===== config.mk =====
export PLATFORM = sky130hd
export DESIGN_NAME = stream_matrix_arbiter
export DESIGN_NICKNAME = d
export VERILOG_FILES = /design/src/rtl/stream_pkg.sv /design/src/rtl/stream_len_checker.sv /design/src/rtl/stream_matrix_arbiter.sv
export SDC_FILE = /design/constraint.sdc
export NUM_CORES = 1
export LEC_CHECK = 0
export CORE_UTILIZATION = 20
export CTS_BUF_LIST = sky130_fd_sc_hd__clkbuf_4 sky130_fd_sc_hd__clkbuf_8
export DETAILED_ROUTE_END_ITERATION = 8
export PLACE_DENSITY = 0.84
export SETUP_SLACK_MARGIN = 0.02
export SLEW_MARGIN = 20
export SYNTH_ARGS = -nofsm -noshare
export SYNTH_HDL_FRONTEND = slang
export SYNTH_SLANG_ARGS = --single-unit

===== constraint.sdc =====
create_clock -name clk -period 1.8 [get_ports clk]
set_clock_uncertainty 0.2 [all_clocks]
set_input_delay 0.36 -clock clk [delete_from_list [all_inputs] [get_ports clk]]
set_output_delay 0.36 -clock clk [all_outputs]
set_load 0.1 [all_outputs]

===== src/rtl/stream_pkg.sv =====
// stream_pkg: shared types and next-grant logic for the stream matrix arbiter
//   arb_state_t : arbiter FSM states
//   req_id_t    : requester identifier used by the round-robin pointer
//   pick()      : next state from the two valids and the priority pointer
package stream_pkg;

    typedef enum logic [1:0] {ARB_IDLE, ARB_GRANT_A, ARB_GRANT_B} arb_state_t;
    typedef enum logic {REQ_A, REQ_B} req_id_t;

    function automatic arb_state_t pick(input logic valid_a, input logic valid_b, input req_id_t ptr);
        return (valid_a && valid_b) ? ((ptr == REQ_A) ? ARB_GRANT_A : ARB_GRANT_B) :
               valid_a ? ARB_GRANT_A :
               valid_b ? ARB_GRANT_B : ARB_IDLE;
    endfunction

endpackage


===== src/rtl/stream_len_checker.sv =====
// stream_len_checker: per-grant element counter with sticky matrix length error
//   clk, rst_n : clock, asynchronous active-low reset
//   xfer       : an element transferred on the output bus this cycle
//   last       : the transferred element is flagged last
//   clr        : synchronous clear of len_err (a simultaneous set wins)
//   len_err    : sticky error, last at the wrong position or MATRIX_LEN elements without last
module stream_len_checker #(
    parameter int MATRIX_LEN = 55
) (
    input  logic clk,
    input  logic rst_n,
    input  logic xfer,
    input  logic last,
    input  logic clr,
    output logic len_err
);

    localparam int CW = $clog2(MATRIX_LEN + 1);
    localparam logic [CW-1:0] LAST_IDX = CW'(MATRIX_LEN - 1);
    localparam logic [CW-1:0] FULL = CW'(MATRIX_LEN);

    logic [CW-1:0] cnt;
    logic set;

    // cnt holds the index of the next element; a grant always starts after a last or a reset, so it starts at 0
    assign set = xfer && (last ? (cnt != LAST_IDX) : (cnt == LAST_IDX));

    always_ff @(posedge clk or negedge rst_n) begin
        if (!rst_n) begin
            cnt <= '0;
            len_err <= 1'b0;
        end else begin
            cnt <= !xfer ? cnt : last ? '0 : (cnt == FULL) ? cnt : cnt + 1'b1;
            len_err <= set | (len_err & ~clr);
        end
    end

endmodule


===== src/rtl/stream_matrix_arbiter.sv =====
// stream_matrix_arbiter: matrix-granular round-robin arbiter sharing one stream bus between A and B
//   clk, rst_n              : clock, asynchronous active-low reset
//   ds_in_{a,b}_next_data   : ready back to each requester
//   ds_in_{a,b}_out/valid/last : requester streams
//   ds_out_next_data        : downstream ready
//   ds_out/valid/last       : muxed stream from the current owner
//   grant_a, grant_b        : current owner from the state register
//   done_a, done_b          : one-cycle pulse after that requester's last element transferred
//   len_err, len_err_clr    : sticky length error and its clear, active only with
//                             STREAM_MATRIX_ARBITER_LEN_CHECK_EN defined, otherwise len_err = 0
module stream_matrix_arbiter
    import stream_pkg::*;
#(
    parameter int WIDTH      = 32,
    parameter int MATRIX_LEN = 55
) (
    input  logic             clk,
    input  logic             rst_n,
    output logic             ds_in_a_next_data,
    input  logic [WIDTH-1:0] ds_in_a_out,
    input  logic             ds_in_a_valid,
    input  logic             ds_in_a_last,
    output logic             ds_in_b_next_data,
    input  logic [WIDTH-1:0] ds_in_b_out,
    input  logic             ds_in_b_valid,
    input  logic             ds_in_b_last,
    input  logic             ds_out_next_data,
    output logic [WIDTH-1:0] ds_out,
    output logic             ds_out_valid,
    output logic             ds_out_last,
    output logic             grant_a,
    output logic             grant_b,
    output logic             done_a,
    output logic             done_b,
    output logic             len_err,
    input  logic             len_err_clr
);

    arb_state_t state, state_nxt;
    req_id_t ptr;
    logic last_a, last_b;

    assign grant_a = (state == ARB_GRANT_A);
    assign grant_b = (state == ARB_GRANT_B);
    assign last_a = grant_a && ds_in_a_valid && ds_out_next_data && ds_in_a_last;
    assign last_b = grant_b && ds_in_b_valid && ds_out_next_data && ds_in_b_last;

    always_ff @(posedge clk or negedge rst_n) begin
        if (!rst_n) begin
            state <= ARB_IDLE;
            ptr <= REQ_A;
            done_a <= 1'b0;
            done_b <= 1'b0;
        end else begin
            state <= state_nxt;
            ptr <= last_a ? REQ_B : last_b ? REQ_A : ptr;
            done_a <= last_a;
            done_b <= last_b;
        end
    end

    // on a last transfer the other requester gets priority, so a waiting peer is granted with no bubble
    always_comb begin
        state_nxt = (state == ARB_IDLE) ? pick(ds_in_a_valid, ds_in_b_valid, ptr) :
                    last_a ? pick(ds_in_a_valid, ds_in_b_valid, REQ_B) :
                    last_b ? pick(ds_in_a_valid, ds_in_b_valid, REQ_A) : state;
    end

    always_comb begin
        ds_out = grant_a ? ds_in_a_out : grant_b ? ds_in_b_out : '0;
        ds_out_valid = grant_a ? ds_in_a_valid : grant_b && ds_in_b_valid;
        ds_out_last = grant_a ? ds_in_a_last : grant_b && ds_in_b_last;
        ds_in_a_next_data = grant_a && ds_out_next_data;
        ds_in_b_next_data = grant_b && ds_out_next_data;
    end

`ifdef STREAM_MATRIX_ARBITER_LEN_CHECK_EN
    stream_len_checker #(.MATRIX_LEN(MATRIX_LEN)) u_len_checker (
        .clk     (clk),
        .rst_n   (rst_n),
        .xfer    (ds_out_valid && ds_out_next_data),
        .last    (ds_out_last),
        .clr     (len_err_clr),
        .len_err (len_err)
    );
`else
    logic unused_cfg;
    assign unused_cfg = len_err_clr ^ (MATRIX_LEN > 0);
    assign len_err = 1'b0;
`endif

endmodule


# Word level (Yosys, flattened, before mapping)
# Cells that the tools add are included.
classes:
  addsub: 0
  multipliers: 0
  div: 0
  n_lt_le_gt_ge: 0
  eq_ne: 2
  shifts: 0
  muxes: 15
  bitwise_logic: 0
  reduce_logical: 13
op_table:
  columns: ["op", "count"]
  rows:
  - ["32-bit two-way mux", 2]
  - ["2-bit two-way mux", 9]
  - ["1-bit logical AND", 10]
  - ["1-bit two-way mux", 4]
  - ["3-bit nonzero test", 1]
  - ["2-bit by 1-bit equality test with 1-bit output (second input constant)", 1]
  - ["2-bit equality test (second input constant)", 1]
  - ["2-bit zero test", 1]
  - ["2-bit nonzero test", 1]
totals:
  ff_bits: 5
  latchBits: 0
  ramBits: 0
  romBits: 0
  input_bits: 72
  out_inout_bits: 41
  word_cells: 34
  memories: 0

# Longest topological paths before layout
# Gate-level depths: netlist of the first run.
logic_depth:
  word_depth: 7
  depth_mapped: 7
  mapped_depth_nobuf: 6

# Worst setup path after synthesis of the first run
# No wires, ideal clock.
synth_path:
  kind: "register to output"
  start: "register state[0]"
  end: "output ds_out_valid"
  t_arrival_ns: 2.709
  required_time_ns: 1.240
  path_slack_ns: -1.469
  path_stages_with_launch: 3
  n_path_buf: 0
  path_cell_list: "dfrtp_1 nand2b_1 o21ai_0"
synth_via:
  elab_chain_len: 3
synth_lines:
  columns: ["element", "line_no", "source"]
  rows:
  - ["start: declaration", "stream_matrix_arbiter.sv:39", "arb_state_t state, state_nxt;"]
  - ["start signal: assignment", "stream_matrix_arbiter.sv:55", "state <= state_nxt;"]
  - ["2-bit equality test", "stream_matrix_arbiter.sv:44", "assign grant_b = (state == ARB_GRANT_B);"]
  - ["1-bit logical AND", "stream_matrix_arbiter.sv:71", "ds_out_valid = grant_a ? ds_in_a_valid : grant_b && ds_in_b_valid;"]
  - ["1-bit two-way mux *", "stream_matrix_arbiter.sv:71", null]
  - ["end: declaration", "stream_matrix_arbiter.sv:29", "output logic ds_out_valid,"]
# Every way passes the cells marked *; elsewhere a longest branch is shown, timed or not.

# Worst setup path in the final report of the first run
layout_path:
  start: "register state[1]"
  end: "output ds_out_valid"
# Same word-level chain as after synthesis.

==> impl_metrics.csv, run 1 <==
group,metric,value,unit
synthesis,synthCells,69,
timing,rsz0062_at_grt,"yes",
synthesis,synth_flop_cell,"dfrtp_1",
clock_tree,cts-root-buf,"clkbuf_4",
die,rows,19,
critical_path,end_kind,"output pin",
layout,layout.nets,262,
detailed_routing,wl_met1,1730,um
layout,diodes,0,
critical_path,path_max_fanout,19,
detailed_routing,wl_met2,2870,um
timing,finalSetupTns,-10.73,ns
grt,grtUsageTotal,27.4,%
critical_path,reg2reg_depth,7,
synthesis,netlist_area,594,um^2
detailed_routing,vias,1237,
detailed_routing,routed.top_layer,"met4",
critical_path,cp_num_buf_inv,2,
timing,worst_hold_slack,0.0994,ns
detailed_routing,drt-total-wl,5450,um
clock_tree,cts_tree,"yes",
placement,placed_area,2490,um^2
critical_path,crit_required,1.24,ns
layout,utilization,94.6,%
synthesis,synth_area_leaders,"a22o_1 49%, dfrtp_1 21%, buf_2 5.1%, o21ai_0 2.5%, nand2b_1 2.1%",
detailed_routing,postRouteAntennaNets,0,
synthesis,syn-num-nets,141,
grt,antenna_found_initial,0,
timing,min_period_over_period,120,%
synthesis,ys_top_cells_by_count,"33 x a22o_1, 6 x buf_2, 5 x dfrtp_1",
clock_tree,cts-hold-fix-buffers,0,
die,dieHeight,56.5,um
placement,dpl.hpwl,3190,um
detailed_routing,routed_via_density,5.62,
detailed_routing,drtIter0Drc,24,
synthesis,synth_cell_types,22,
clock_tree,clk_pin_slew,0.06,ns
timing,setup_ws,-0.359,ns
placement,place.gp.congestion,0.809,
detailed_routing,wl_per_cell,24.8,um
layout,area_growth,343,%
synthesis,synth_top_area_share,48.6,%
clock_tree,cts_sinks,5,
pwr,ir_drop,0.00246,V
layout,drive_gt1_share,53.4,%
synthesis,synth_area_per_cell,8.61,um^2
detailed_routing,drc,0,
synthesis,async_flop_share,100,%
critical_path,crit_slowest_cell,"dfrtp_2",
timing,setup_violations,38,
layout,fin_area,2630,um^2
critical_path,criticalPathCategory,"flip-flop to output pin",
clock_tree,htree_num_levels,1,
critical_path,critPathTopFamily,"flip-flops",
grt,grt_overflow,0,
job,cap_violations,0,
clock_tree,cts_buffers,3,
critical_path,crit_start,"state[1]",
critical_path,slowest_delay,0.48,ns
critical_path,r2r-end,"state[1]",
synthesis,synth_most_common_cell,"a22o_1",
timing,hold_viol,0,
synthesis,yosysTopAreaCell,"a22o_1",
synthesis,synth_edf_count,0,
detailed_routing,drt-pass1-iter-count,4,
grt,grt_max_degree,20,
die,die_area,3190,um^2
hold_path,hold_class,"primary input to async pin",
clock_tree,cts_max_path_buffers,2,
timing,drv_slew,0,
die,initial_utilization,21.4,%
critical_path,worst-endpoint-arrival,1.60,ns
grt,grt_pass1_vias,1307,
placement,numPortBuffers,110,
pwr,power.leakage,1.15,nW
pwr,pwr_density_cell,2090,nW/um^2
critical_path,setup.worst_path.start_class,"flip-flop",
timing,post-route-min-period,2.16,ns
run_status,violations,"setup timing",
grt,grt_pass1_wl,6600,um
synthesis,synth_seq_cells,5,
critical_path,regToRegSetupSlack,0.05,ns
synthesis,synth_warnings,0,
synthesis,seq_area_frac_synth,21.1,%
critical_path,path_cells,"nor2b_4, buf_12, nand2_2, o21ai_4, buf_12",
timing,fmax,0.463,GHz
critical_path,r2r_start,"state[1]",
clock_tree,clock_latency,0.27,ns
critical_path,cpMostUsedCell,"buf_12",
run_status,status,"complete, but fails checks",
die,die_width,56.5,um
detailed_routing,wl_met3,529,um
die,core,2780,um^2
die,io_pins,113,
-- what timing repair did --
| action | 4_1_cts | 5_1_grt |
|---|---|---|
| gates cloned | 1 | 2 |
| setup buffers | 1 | 1 |
| resized for setup | 6 | 2 |
| pin swaps | 1 | 0 |
| setup endpoints to repair | 38 | 38 |
-- how the worst max path moves through the flow --
stage,to,cells after the start
after global routing,ds_out_valid,5
final,ds_out_valid,5
after detailed placement,ds_out_valid,4
after global placement,ds_out_valid,4
after floorplan,ds_in_b_next_data,4
after CTS,ds_out_last,4
-- registers in the layout, summed over array words and instances (netlist names) --
| register | flops |
|---|---|
| ptr | 1 |
| state | 2 |
| done_b | 1 |
| done_a | 1 |
-- worst register-to-register path, cell delays in order, from the launching register on --
cell     delay [ns]
dfrtp_2        0.48
nor2b_4        0.23
buf_12         0.21
and2_4         0.19
nand3_2        0.11
inv_2          0.08
o21ai_1        0.09
nand2_1        0.10
-- report_power, final --
group / internal [W] / switching (W) / leakage, nW
Clock: 0.000100 / 0.0000680 / 0.0184
Combinational: 0.00204 / 0.00311 / 1.08
Sequential: 0.000145 / 0.0000494 / 0.0586
Total: 0.00228 / 0.00323 / 1.15
-- area by class of cell --
cell class | instances | area (um^2)
multi-input combinational | 53 | 712
timing repair buffer | 124 | 1710
sequential | 5 | 126
tap | 31 | 38.8
clock buffer | 4 | 30.0
inverter | 3 | 18.8
fill | 55 | 150
-- stage by stage --
step	worst slack [ns]	total power (W)	cells
6_report	-0.359	0.00551	220
5_1_grt	-0.390	0.00562	220
4_1_cts	-0.213	0.00534	217
3_5_place_dp	-0.0451	0.00508	211
3_3_place_gp	-0.0317	0.00502	211
2_1_floorplan	0.00804	0.00340	69
-- cell families (layout without fill, tap and decap cells) --
group / after synthesis / in the layout / share of synthesized area, %
buffers and inverters: 11 / 131 / 10.1
flip-flops: 5 / 5 / 21.1
other: 1 / 1 / 0.631
AO/OA/AOI/OAI: 40 / 40 / 56.0
AND/OR/NAND/NOR: 12 / 12 / 12.2
-- per-layer routing --
metal | global-route usage (%) | up-vias
li1 | - | 517
met1 | 25.7 | 583
met2 | 55.1 | 110
met3 | 7.83 | 27
met4 | 8.71 | 0
met5 | 0 | -
-- placed cells by master (no fill, tap or decap), drive strengths merged --
master / instances
nor2b: 1
clkdlybuf4s50: 70
and2: 2
clkbuf: 5
a22o: 33
nand2b: 2
a21oi: 1
a32o: 1
conb: 1
o31a: 1
o21ai: 4
nand4: 1
buf: 53
nor2: 1
inv: 3
nand3: 2
nand2: 3
dfrtp: 5
Power figures use the tool's default switching activity.
==> run 2, diff against run 1 <==
CAP_MARGIN = 20   (was not set)
==> results of run 2 <==
Final layout, timing and power as in run 1 (identical DEF).
==> run 3, diff against run 2 <==
CELL_PAD_IN_SITES_DETAIL_PLACEMENT = 1   (was not set)
CELL_PAD_IN_SITES_GLOBAL_PLACEMENT = 2   (was not set)
CORE_UTILIZATION = 10   (was 20)
PLACE_DENSITY = 0.95   (was 0.84)
==> run 3 against run 2 <==
Compared with the run above:
- the run still ends with setup timing left
- die area up 96%
- maximum frequency up 8.1%
- non-clock buffer count up 1
==> impl_metrics.csv, run 3 (synthesis results as in run 1) <==
group,metric,value,unit
die,rows,27,
critical_path,end_kind,"output pin",
detailed_routing,drc,0,
grt,antenna_found_initial,0,
grt,grtUsageTotal,13.3,%
clock_tree,clk_pin_slew,0.03,ns
critical_path,r2r_start,"state[1]",
detailed_routing,routed_via_density,4.35,
detailed_routing,drt-pass1-iter-count,4,
critical_path,r2r-end,"state[0]",
clock_tree,cts_buffers,3,
timing,min_period_over_period,111,%
clock_tree,htree_num_levels,1,
pwr,power,0.00541,W
die,core,5610,um^2
die,die_area,6260,um^2
detailed_routing,drtIter0Drc,25,
clock_tree,cts_max_path_buffers,2,
run_status,violations,"setup timing",
layout,utilization,47.6,%
timing,hold_viol,0,
layout,multi_input_area,697,um^2
layout,seq_area,126,um^2
placement,dpl.hpwl,3250,um
detailed_routing,vias,1141,
die,dieHeight,79.1,um
timing,setup_violations,38,
grt,grt_pass1_vias,1312,
die,initial_utilization,10.6,%
critical_path,reg2reg_depth,5,
grt,grt_pass1_wl,6330,um
critical_path,regToRegSetupSlack,0.14,ns
critical_path,worst-endpoint-arrival,1.44,ns
layout,mostFrequentLayoutCells,"70 x clkdlybuf4s50_1, 44 x buf_12, 29 x a22o_4",
clock_tree,cts_tree,"yes",
grt,grt_max_degree,20,
critical_path,cpMostUsedCell,"buf_12",
clock_tree,cts-root-buf,"clkbuf_8",
detailed_routing,drt-total-wl,3900,um
placement,numPortBuffers,110,
critical_path,slowest_delay,0.44,ns
layout,area_growth,349,%
detailed_routing,wl_per_cell,14.9,um
critical_path,crit_required,1.24,ns
placement,place.gp.congestion,0.735,
critical_path,crit_slowest_cell,"dfrtp_2",
pwr,ir_drop,0.00108,V
detailed_routing,postRouteAntennaNets,0,
die,io_pins,113,
layout,diodes,0,
clock_tree,cts-hold-fix-buffers,0,
timing,setup_ws,-0.198,ns
job,cap_violations,0,
hold_path,hold_class,"primary input to async pin",
critical_path,cp_num_buf_inv,2,
layout,layout.nets,263,
critical_path,criticalPathCategory,"flip-flop to output pin",
clock_tree,cts_sinks,5,
critical_path,setup.worst_path.start_class,"flip-flop",
layout,final_common_cell,"clkdlybuf4s50_1",
layout,largest_reg_flops,2,
clock_tree,clock_latency,0.23,ns
layout,fillers,585,
pwr,pwr_density_cell,2030,nW/um^2
layout,drive_gt1_share,53.7,%
timing,fmax,0.501,GHz
run_status,status,"complete, but fails checks",
critical_path,path_max_fanout,18,
layout,regMostFlops,"state",
die,die_width,79.1,um
timing,drv_slew,0,
timing,post-route-min-period,2.00,ns
grt,grt_overflow,0,
critical_path,critPathTopFamily,"flip-flops",
critical_path,path_cells,"nor2b_4, buf_12, a22o_2, buf_12",
pwr,power.leakage,1.15,nW
timing,rsz0062_at_grt,"yes",
## run 3: changes by cell type in the layout (fill, tap and decap cells not counted), moves of 2 or more
| cell | before | now |
|---|---|---|
| a22o_4 | 31 | 29 |
| clkbuf_4 | 4 | 1 |
| clkbuf_8 | 0 | 3 |
| buf_4 | 7 | 9 |
| a22o_2 | 2 | 4 |
## run 3: worst max path at each step
stage | from | endpoint | slack [ns] | depth (start not counted)
detailed placement | ds_in_b_valid | ds_out_valid | -0.05 | 4
finish | state[1] | ds_out[29] | -0.20 | 4
floorplan | state[0] | ds_in_b_next_data | 0.008 | 4
global route | state[1] | ds_out_last | -0.25 | 4
CTS | state[1] | ds_out[29] | -0.21 | 4
global placement | ds_in_b_valid | ds_out_valid | -0.04 | 4
## run 3: what timing repair did
| item | in CTS | in global routing |
|---|---|---|
| gates resized for setup | 5 | 1 |
| gates cloned | 1 | 0 |
| setup endpoints to repair | 38 | 38 |
| pin swaps | 1 | 0 |
| setup buffers | 3 | 0 |
## run 3: through the flow
| stage | setup TNS, ns | cell area, um^2 | hold WS (ns) | std cells | setup slack, ns |
|---|---|---|---|---|---|
| 4_1_cts | -6.37 | 2660 | 0.155 | 262 | -0.214 |
| 3_5_place_dp | -0.0636 | 2550 | 0.305 | 254 | -0.0548 |
| 3_3_place_gp | -0.0419 | 2550 | 0.296 | 254 | -0.0419 |
| 6_report | -5.83 | 2670 | 0.151 | 262 | -0.198 |
| 5_1_grt | -7.76 | 2670 | 0.178 | 262 | -0.252 |
| 2_1_floorplan | 0 | 917 | -0.136 | 69 | 0.00804 |
## run 3: area by class of cell
type                            count  share of cell area, %
Clock buffer                        4                   1.83
Sequential cell                     5                   4.74
Tap cell                           72                   3.38
Multi-Input combinational cell     53                   26.1
Inverter                            3                  0.703
Timing Repair Buffer              125                   63.2
## run 3: power by group
group          switching, W  internal, W  leakage, nW  total, W
sequential        0.0000321     0.000145       0.0586  0.000177
combinational       0.00301      0.00200         1.06   0.00501
clock             0.0000595     0.000167       0.0262  0.000227
## run 3: metal layers
layer / up-vias / track usage, % / routed length, um
li1: 521 / - / -
met1: 534 / 13.1 / 1330
met2: 79 / 25.2 / 2080
met3: 7 / 3.91 / 386
met4: 0 / 6.18 / 97
met5: - / 0 / 0
## run 3: worst register-to-register path: stages (launching register included)
cell     delay [ns]
dfrtp_2        0.44
nor2b_4        0.19
buf_12         0.19
and2_4         0.19
nand3_2        0.11
a32o_1         0.22
